**src/rtl/sbox_pkg.sv**
```systemverilog
// Shared types, constants and affine helpers for the power-chain AES S-box.
package sbox_pkg;

    typedef enum logic [1:0] {
        IDLE = 2'd0,
        CALC = 2'd1,
        DONE = 2'd2
    } state_t;

    localparam logic [7:0] AFFINE_CONST     = 8'h63;
    localparam logic [7:0] INV_AFFINE_CONST = 8'h05;
    localparam logic [7:0] GF_POLY          = 8'h1B;
    localparam int         STEPS            = 7;
    localparam logic [2:0] STEP_LAST        = 3'(STEPS - 1);

    // Multiply by x modulo the field polynomial.
    function automatic logic [7:0] xtime(input logic [7:0] a);
        return {a[6:0], 1'b0} ^ (a[7] ? GF_POLY : 8'h00);
    endfunction

    // Forward affine: x ^ rotl1 ^ rotl2 ^ rotl3 ^ rotl4 ^ 63.
    function automatic logic [7:0] affine(input logic [7:0] x);
        return x ^ {x[6:0], x[7]} ^ {x[5:0], x[7:6]} ^ {x[4:0], x[7:5]}
                 ^ {x[3:0], x[7:4]} ^ AFFINE_CONST;
    endfunction

    // Inverse affine: rotl1 ^ rotl3 ^ rotl6 ^ 05.
    function automatic logic [7:0] inv_affine(input logic [7:0] x);
        return {x[6:0], x[7]} ^ {x[4:0], x[7:5]} ^ {x[1:0], x[7:2]}
             ^ INV_AFFINE_CONST;
    endfunction

endpackage

```
**src/rtl/gf256_mul.sv**
```systemverilog
// Combinational GF(2^8) multiplier (shift-and-add over x^8+x^4+x^3+x+1).
module gf256_mul
    import sbox_pkg::*;
(
    input  logic [7:0] a,
    input  logic [7:0] b,
    output logic [7:0] product
);

    logic [7:0] w_shift [0:7];
    logic [7:0] w_sum   [0:8];

    assign w_shift[0] = a;
    assign w_sum[0]   = 8'h00;

    genvar gi;
    generate
        for (gi = 0; gi < 7; gi++) begin : g_shift
            assign w_shift[gi+1] = xtime(w_shift[gi]);
        end
        for (gi = 0; gi < 8; gi++) begin : g_sum
            assign w_sum[gi+1] = w_sum[gi] ^ (b[gi] ? w_shift[gi] : 8'h00);
        end
    endgenerate

    assign product = w_sum[8];

endmodule

```
**src/rtl/sbox_inv_pow.sv**
```systemverilog
// AES S-box / inverse S-box via x^254 square-and-multiply, no lookup table.
// Define SBOX_POW_UNROLL2_EN to run two square-multiply steps per CALC cycle.
module sbox_inv_pow
    import sbox_pkg::*;
(
    input  logic       clk,
    input  logic       reset,
    input  logic       encrypt,
    input  logic       in_valid,
    output logic       in_ready,
    input  logic [7:0] byte_in,
    output logic       out_valid,
    input  logic       out_ready,
    output logic [7:0] byte_out,
    output logic       busy
);

    state_t     r_state;
    logic [7:0] r_p;
    logic [7:0] r_acc;
    logic [7:0] r_byte_out;
    logic [2:0] r_step;
    logic       r_mode_q;
    logic       r_fin;
    logic       r_in_ready;
    logic       r_out_valid;
    logic       r_busy;

    logic [7:0] w_p_sq;
    logic [7:0] w_acc1;

    gf256_mul u_sq  (.a(r_p),   .b(r_p),    .product(w_p_sq));
    gf256_mul u_mul (.a(r_acc), .b(w_p_sq), .product(w_acc1));

`ifdef SBOX_POW_UNROLL2_EN
    logic [7:0] w_p_sq2;
    logic [7:0] w_acc2;

    gf256_mul u_sq2  (.a(w_p_sq), .b(w_p_sq),  .product(w_p_sq2));
    gf256_mul u_mul2 (.a(w_acc1), .b(w_p_sq2), .product(w_acc2));
`endif

    always_ff @(posedge clk) begin
        if (reset) begin
            r_state     <= IDLE;
            r_p         <= 8'h00;
            r_acc       <= 8'h01;
            r_byte_out  <= 8'h00;
            r_step      <= 3'd0;
            r_mode_q    <= 1'b1;
            r_fin       <= 1'b0;
            r_in_ready  <= 1'b1;
            r_out_valid <= 1'b0;
            r_busy      <= 1'b0;
        end else begin
            unique case (r_state)
                IDLE: begin
                    if (in_valid) begin
                        r_mode_q   <= encrypt;
                        r_p        <= encrypt ? byte_in : inv_affine(byte_in);
                        r_acc      <= 8'h01;
                        r_step     <= 3'd0;
                        r_fin      <= 1'b0;
                        r_in_ready <= 1'b0;
                        r_busy     <= 1'b1;
                        r_state    <= CALC;
                    end
                end
                CALC: begin
                    // r_fin marks that all squarings are in r_acc; this cycle only registers the result.
                    if (r_fin) begin
                        r_byte_out  <= r_mode_q ? affine(r_acc) : r_acc;
                        r_out_valid <= 1'b1;
                        r_state     <= DONE;
                    end else begin
`ifdef SBOX_POW_UNROLL2_EN
                        if (r_step == STEP_LAST) begin
                            r_p   <= w_p_sq;
                            r_acc <= w_acc1;
                            r_fin <= 1'b1;
                        end else begin
                            r_p    <= w_p_sq2;
                            r_acc  <= w_acc2;
                            r_step <= r_step + 3'd2;
                        end
`else
                        r_p   <= w_p_sq;
                        r_acc <= w_acc1;
                        if (r_step == STEP_LAST) begin
                            r_fin <= 1'b1;
                        end else begin
                            r_step <= r_step + 3'd1;
                        end
`endif
                    end
                end
                DONE: begin
                    if (out_ready) begin
                        r_out_valid <= 1'b0;
                        r_in_ready  <= 1'b1;
                        r_busy      <= 1'b0;
                        r_state     <= IDLE;
                    end
                end
                default: begin
                    r_state <= IDLE;
                end
            endcase
        end
    end

    assign in_ready  = r_in_ready;
    assign out_valid = r_out_valid;
    assign byte_out  = r_byte_out;
    assign busy      = r_busy;

endmodule

```
**config.mk**
```make
export PLATFORM = sky130hd
export DESIGN_NAME = sbox_inv_pow
export DESIGN_NICKNAME = d
export VERILOG_FILES = /design/src/rtl/sbox_pkg.sv /design/src/rtl/gf256_mul.sv /design/src/rtl/sbox_inv_pow.sv
export SDC_FILE = /design/constraint.sdc
export NUM_CORES = 1
export LEC_CHECK = 0
export ABC_AREA = 1
export CORE_MARGIN = 5
export CORE_UTILIZATION = 40
export DETAILED_ROUTE_END_ITERATION = 12
export GPL_TIMING_DRIVEN = 0
export PLACE_DENSITY = 0.61
export SYNTH_ARGS = -nofsm -noshare
export SYNTH_HDL_FRONTEND = slang
export SYNTH_SLANG_ARGS = --single-unit
```
**constraint.sdc**
```tcl
create_clock -name clk -period 3.7 [get_ports clk]
set_input_delay 0.555 -clock clk [delete_from_list [all_inputs] [get_ports clk]]
set_output_delay 0.555 -clock clk [all_outputs]
set_load 0.03 [all_outputs]
```
==> run metrics, run 1 <==
CP top delay family simple AND/OR/NAND/NOR gates; final WL between 10000 and 15000 µm; initial drt markers around 360; unrepaired setup endpoints after global routing false; fin crit share 91.2%; Num CTS Buffers 5; status finished clean; clock root buffer master clkbuf_16; synthesized area between 4000 and 5000 µm²; Buf/Inv on CP 6; I/O pin cnt 24; core area approximately 12000 µm²; Die X about 120 µm; initial antenna violation count 0; post-DR vias/cell roughly 4.9; share of cells above drive strength 1 6.22%; Final ANT Viol Nets 0; Max Clk Rate roughly 0.30 GHz; Rel. slew slack 45.0%; asr flop ratio synth 0%; Initial Util 41.3%; gate count after technology mapping 870; CTS clock-pin slew for the worst setup and hold paths ~0.060 ns; Fin Setup TNS 0 ns; WP data arrival 3.52 ns; NumNets Final 924; switching share of power ~58%; Net Sw Power between 2000 and 3000 µW; Total Routing Usage GR between 10% and 20%; slowest stage cell, crit path dfxtp_1; vias in the first global route around 4600; TritonRoute pass-1 iters 4; setup violators final 0; Power Total between 4000 and 5000 µW; Req. time, crit path 3.85 ns; first-pass GRT wire length around 23000 µm; Critical Path Sink Type flip-flop; Filler Cells Inserted roughly 1300; Setup crit start kind flip-flop; max-slew violation count 0; Seq. cell area 681 µm²; routed wire length per instance between 10 and 15 µm; Max clock buf depth 2; IR drop worst, VDD about 400 µV; Main synth FF type dfxtp_1; WP depth 23; Clock power frac under 10%; PD cells 923 nW/µm²; synth unique cells 35; Sink Count 34; critical path fanouts, max 9; internal power between 2000 and 2500 µW; Ys Warns 0; commonest non-fill, non-tap cells in the layout nand2_1 (343), inv_1 (102), nand3_1 (89); multi-input logic area ~3500 µm²; worst min path class reg -> reg; Ant. Diodes 0; fin crit period 3.37 ns; commonest non-fill, non-tap cell in the layout nand2_1; Max Cap Viol 0; Reg power frac 9.6%; die height ~120 µm; hold_buf cts 0; most used cell, CP nand2_1; H-tree depth 2; final hold violations 0; Layout Area Growth over Synthesis 12.0%; GPL Wtd Cong around 0.90; dpl hpwl between 10000 and 15000 µm; clk_skew between 0.005 and 0.006 ns; Net Count, Synth 895; GRT overflow 0; Setup Buffers After CTS 0; drt drc 0; EDFF count, synth 0; CTS tree yes; # port buffers 22; DR vias just over 5000; post-cts sizing count 0; Crit Path Category reg -> reg; CP Cell Sequence inv_2, ha_1, clkbuf_2, inv_2, ha_1, nand2_1, nand4_1, nand2_1, inv_1, nand2_1, nand2_1, nand2_1, nand2_1, inv_1, nand2_1, nand2_1, nand3_1, nand2_1, inv_1, nand2_1, nand3_1, nand3_1, a21oi_1; Die Footprint between 10000 and 15000 µm²; Avg Inst Size Synth between 5 and 6 µm²; worst-margin pin slew between 0.8 and 0.9 ns; number of cell rows 39; post-synthesis sequential area ratio 14.3%; leak pwr between 0.002 and 0.003 µW; Synth Register Bits 34; WHS Path Cells 2; Worst path max stage delay about 0.40 ns; largest net degree at the start of global routing 12; combinational group share of total power 81.8%; FF-to-FF path depth 23; Worst-Skew Late Latency ~0.28 ns
-- synthesized netlist by cell type (all sizes together) (7+ instances only) --
library cell  count  area share [%]
a21oi            26             2.7
nand2           353              28
xor2             50              10
nand4             7            0.92
o21ai            34             3.6
nand3            90             9.6
a31oi             8             1.1
nand3b           11             2.0
ha               12             3.2
clkbuf           12             1.0
buf              17             2.3
inv             111             8.8
dfxtp            34              14
nor2             67             5.4
xnor2            24             4.6
-- sequential cells by signal (all words and copies together), names as in the netlist --
signal,count
r_step,3
r_acc,8
r_fin,1
r_mode_q,1
r_p,8
r_state,2
byte_out,8
in_ready,1
out_valid,1
busy,1
-- final timing paths --
check             slack (ns)        to     start
hold / removal          0.46  in_ready  in_ready
setup reg to reg        0.33  r_acc[5]    r_p[7]
setup / recovery        0.33  r_acc[5]    r_p[7]
hold reg to reg         0.46  in_ready  in_ready
-- through the flow --
stage	instance area (µm²)	setup slack [ns]	instances	hold WS, ns	util, %
after floorplan	4750	0.871	870	0.429	-
after global placement	5150	0.304	1035	0.451	44.7
after detailed placement	5150	0.303	1035	0.447	44.7
after CTS	5300	0.277	1043	0.461	46.0
after global routing	5320	0.00424	1043	0.486	46.2
final	5320	0.326	1043	0.462	46.2
-- kinds of logic (layout without fill, tap and decap cells) --
kind of cell / Yosys count / after routing / share of synthesized area [%]
simple gates: 530 / 530 / 46.5
buf+inv: 141 / 171 / 12.2
compound gates: 79 / 79 / 9.16
xor+xnor: 74 / 74 / 14.6
flops: 34 / 34 / 14.3
fa+ha+maj: 12 / 12 / 3.16
-- worst min-delay path: stages (launching register included) --
cell and delay [ns]:
dfxtp_1 0.32, nand2_1 0.06, nand2_1 0.04
-- power by group through the flow --
stage	clock, µW	sequential, µW	combinational [µW]
3_5_place_dp	0	478	3950
4_1_cts	430	470	3970
2_1_floorplan	0	481	3110
5_1_grt	450	477	4530
3_3_place_gp	0	477	3950
6_report	424	470	4020
-- final cells by class --
cell class	count	share of cell area [%]
tap	143	3.36
multi-input combinational	695	65.9
buffer	29	3.03
inverter	112	7.95
sequential	34	12.8
timing repair buffer	22	4.14
clock buffer	6	2.61
clock inverter	2	0.235
-- layer usage --
| layer | global-route usage, % | share of wire (%) |
|---|---|---|
| met5 | 0 | 0 |
| met2 | 32.3 | 46 |
| met4 | 5.58 | 2.0 |
| met1 | 26.4 | 49 |
| met3 | 1.09 | 2.9 |
No activity file was read; power rests on OpenSTA's default activity.
==> inputs of run 2 (changes only) <==
SETUP_SLACK_MARGIN = 0.2   (was default)
==> run metrics, run 2 (synthesis gave the netlist of run 1 again) <==
Layout Area Growth over Synthesis 12.9%; Reg power frac 9.5% (about the same); first-pass GRT wire length 22700 µm (unchanged); internal power 2090 µW (+1.2%); Rel. slew slack 49.6% (+4.6 points); Crit Path Category reg -> reg; setup violators final 0 (unchanged); status finished clean; clk_skew 0.00566 ns (+0.000191 ns); # port buffers 22 (unchanged); clock root buffer master clkbuf_16; final WL 13600 µm (+0.64%); largest net degree at the start of global routing 12 (unchanged); vias in the first global route 4631 (unchanged); Net Sw Power 2870 µW (+0.60%); routed wire length per instance 13.1 µm (+0.64%); dpl hpwl 10700 µm (unchanged); Worst-Skew Late Latency 0.28 ns (about the same); Die X 119 µm (unchanged); post-DR vias/cell 4.96 (+1.1%); GPL Wtd Cong 0.903 (unchanged); Initial Util 41.3% (unchanged); Req. time, crit path 3.88 ns (+0.03 ns); critical path fanouts, max 10 (+1); switching share of power 57.9% (-0.15 points); commonest non-fill, non-tap cell in the layout nand2_1; combinational group share of total power 81.9% (about the same); Max Cap Viol 0 (unchanged); Sink Count 34 (unchanged); unrepaired setup endpoints after global routing true; leak pwr 0.00283 µW (+0.11%); IR drop worst, VDD 403 µV (+0.47%); number of cell rows 39 (unchanged); TritonRoute pass-1 iters 7 (+3); WP data arrival 3.42 ns (-0.10 ns); Final ANT Viol Nets 0 (unchanged); Num CTS Buffers 5 (unchanged); DR vias 5173 (+1.1%); Max Clk Rate 0.309 GHz (+4.2%); worst-margin pin slew 0.754 ns (-0.0687 ns); Filler Cells Inserted 1290 (+0.16%); H-tree depth 2 (unchanged); I/O pin cnt 24 (unchanged); Total Routing Usage GR 19.2% (unchanged); worst min path class reg -> reg; initial antenna violation count 0 (unchanged); Die Footprint 14200 µm² (unchanged); Hold WS 0.462 ns (-0.00000200 ns); hold_buf cts 0 (unchanged); Fin Setup TNS 0 ns (unchanged); fin crit period 3.24 ns (-0.136 ns); die height 119 µm (unchanged); Clock power frac 8.6% (about the same); drt drc 0 (unchanged); share of cells above drive strength 1 7.11% (+0.89 points); GRT overflow 0 (unchanged); CTS clock-pin slew for the worst setup and hold paths 0.06 ns (about the same); final hold violations 0 (unchanged); NumNets Final 924 (unchanged); Ant. Diodes 0 (unchanged); Max clock buf depth 2 (unchanged); CTS tree yes; fin crit share 87.5% (-3.7 points); core area 11500 µm² (unchanged); PD cells 923 nW/µm² (about the same); max-slew violation count 0 (unchanged); initial drt markers 376 (+3.9%); commonest non-fill, non-tap cells in the layout nand2_1 (338), inv_1 (102), nand3_1 (89); Critical Path Sink Type flip-flop; Setup crit start kind flip-flop
[run 2: changes by cell type in the layout (fill, tap and decap cells not counted), sizes merged]
| cell | previous run | this run |
|---|---|---|
| clkbuf | 19 | 18 |
| buf | 16 | 17 |
[run 2: through the flow]
step | setup WS [ns] | cells | total power [µW] | util [%] | area, µm²
after global placement | 0.304 | 1035 | 4420 | 44.7 | 5150
final | 0.462 | 1043 | 4950 | 46.6 | 5370
after floorplan | 0.871 | 870 | 3600 | - | 4750
after detailed placement | 0.303 | 1035 | 4430 | 44.7 | 5150
after CTS | 0.277 | 1043 | 4870 | 46.0 | 5300
after global routing | 0.183 | 1043 | 5510 | 46.6 | 5370
[run 2: worst paths after layout]
check / startpoint / slack (ns) / to / depth (start not counted)
worst min register to register: in_ready / 0.46 / in_ready / 2
worst max register to register: r_p[2] / 0.46 / r_acc[0] / 23
worst max-delay path: r_p[2] / 0.46 / r_acc[0] / 23
worst min-delay path: in_ready / 0.46 / in_ready / 2
[run 2: layer usage]
layer	part of all wire, %	wire (µm)	track usage [%]
met1	48	6500	26.4
met2	46	6290	32.3
met3	4.2	572	1.09
met4	1.9	257	5.58
met5	0	0	0
[run 2: area by class of cell]
type                       count  area [µm²]  area share (%)
clock inverter                 2        12.5           0.233
tap                          143         179            3.33
timing repair buffer          22         220            4.10
sequential                    34         682            12.7
buffer                        29         161            3.01
clock buffer                   6         139            2.59
inverter                     112         423            7.88
multi-input combinational    695        3550            66.1
[run 2: worst max-delay path: stages, from the launching register on]
cell     delay [ns]
dfxtp_1        0.30
buf_4          0.18
inv_2          0.10
nand2_1        0.09
nand2_1        0.06
ha_1           0.27
buf_4          0.17
inv_2          0.12
nand3_1        0.08
nand2_1        0.10
inv_1          0.04
nand2_1        0.07
nand2_1        0.06
nand2_1        0.08
nand3_1        0.31
nand2_4        0.27
nor2_1         0.07
xnor2_1        0.14
xnor2_1        0.27
inv_1          0.07
nand2_1        0.06
nand3_1        0.07
nand2_1        0.10
nand2_1        0.05
[run 2: timing repair]
action,CTS,global route
gates resized for setup,0,17
setup buffers,0,0
endpoints found under the setup margin,0,8
[run 2: power groups by stage]
stage	clock [µW]	sequential, µW	combinational [µW]
final	424	471	4060
after global routing	450	479	4580
after CTS	430	470	3970
after detailed placement	0	478	3950
after global placement	0	477	3950
after floorplan	0	481	3110
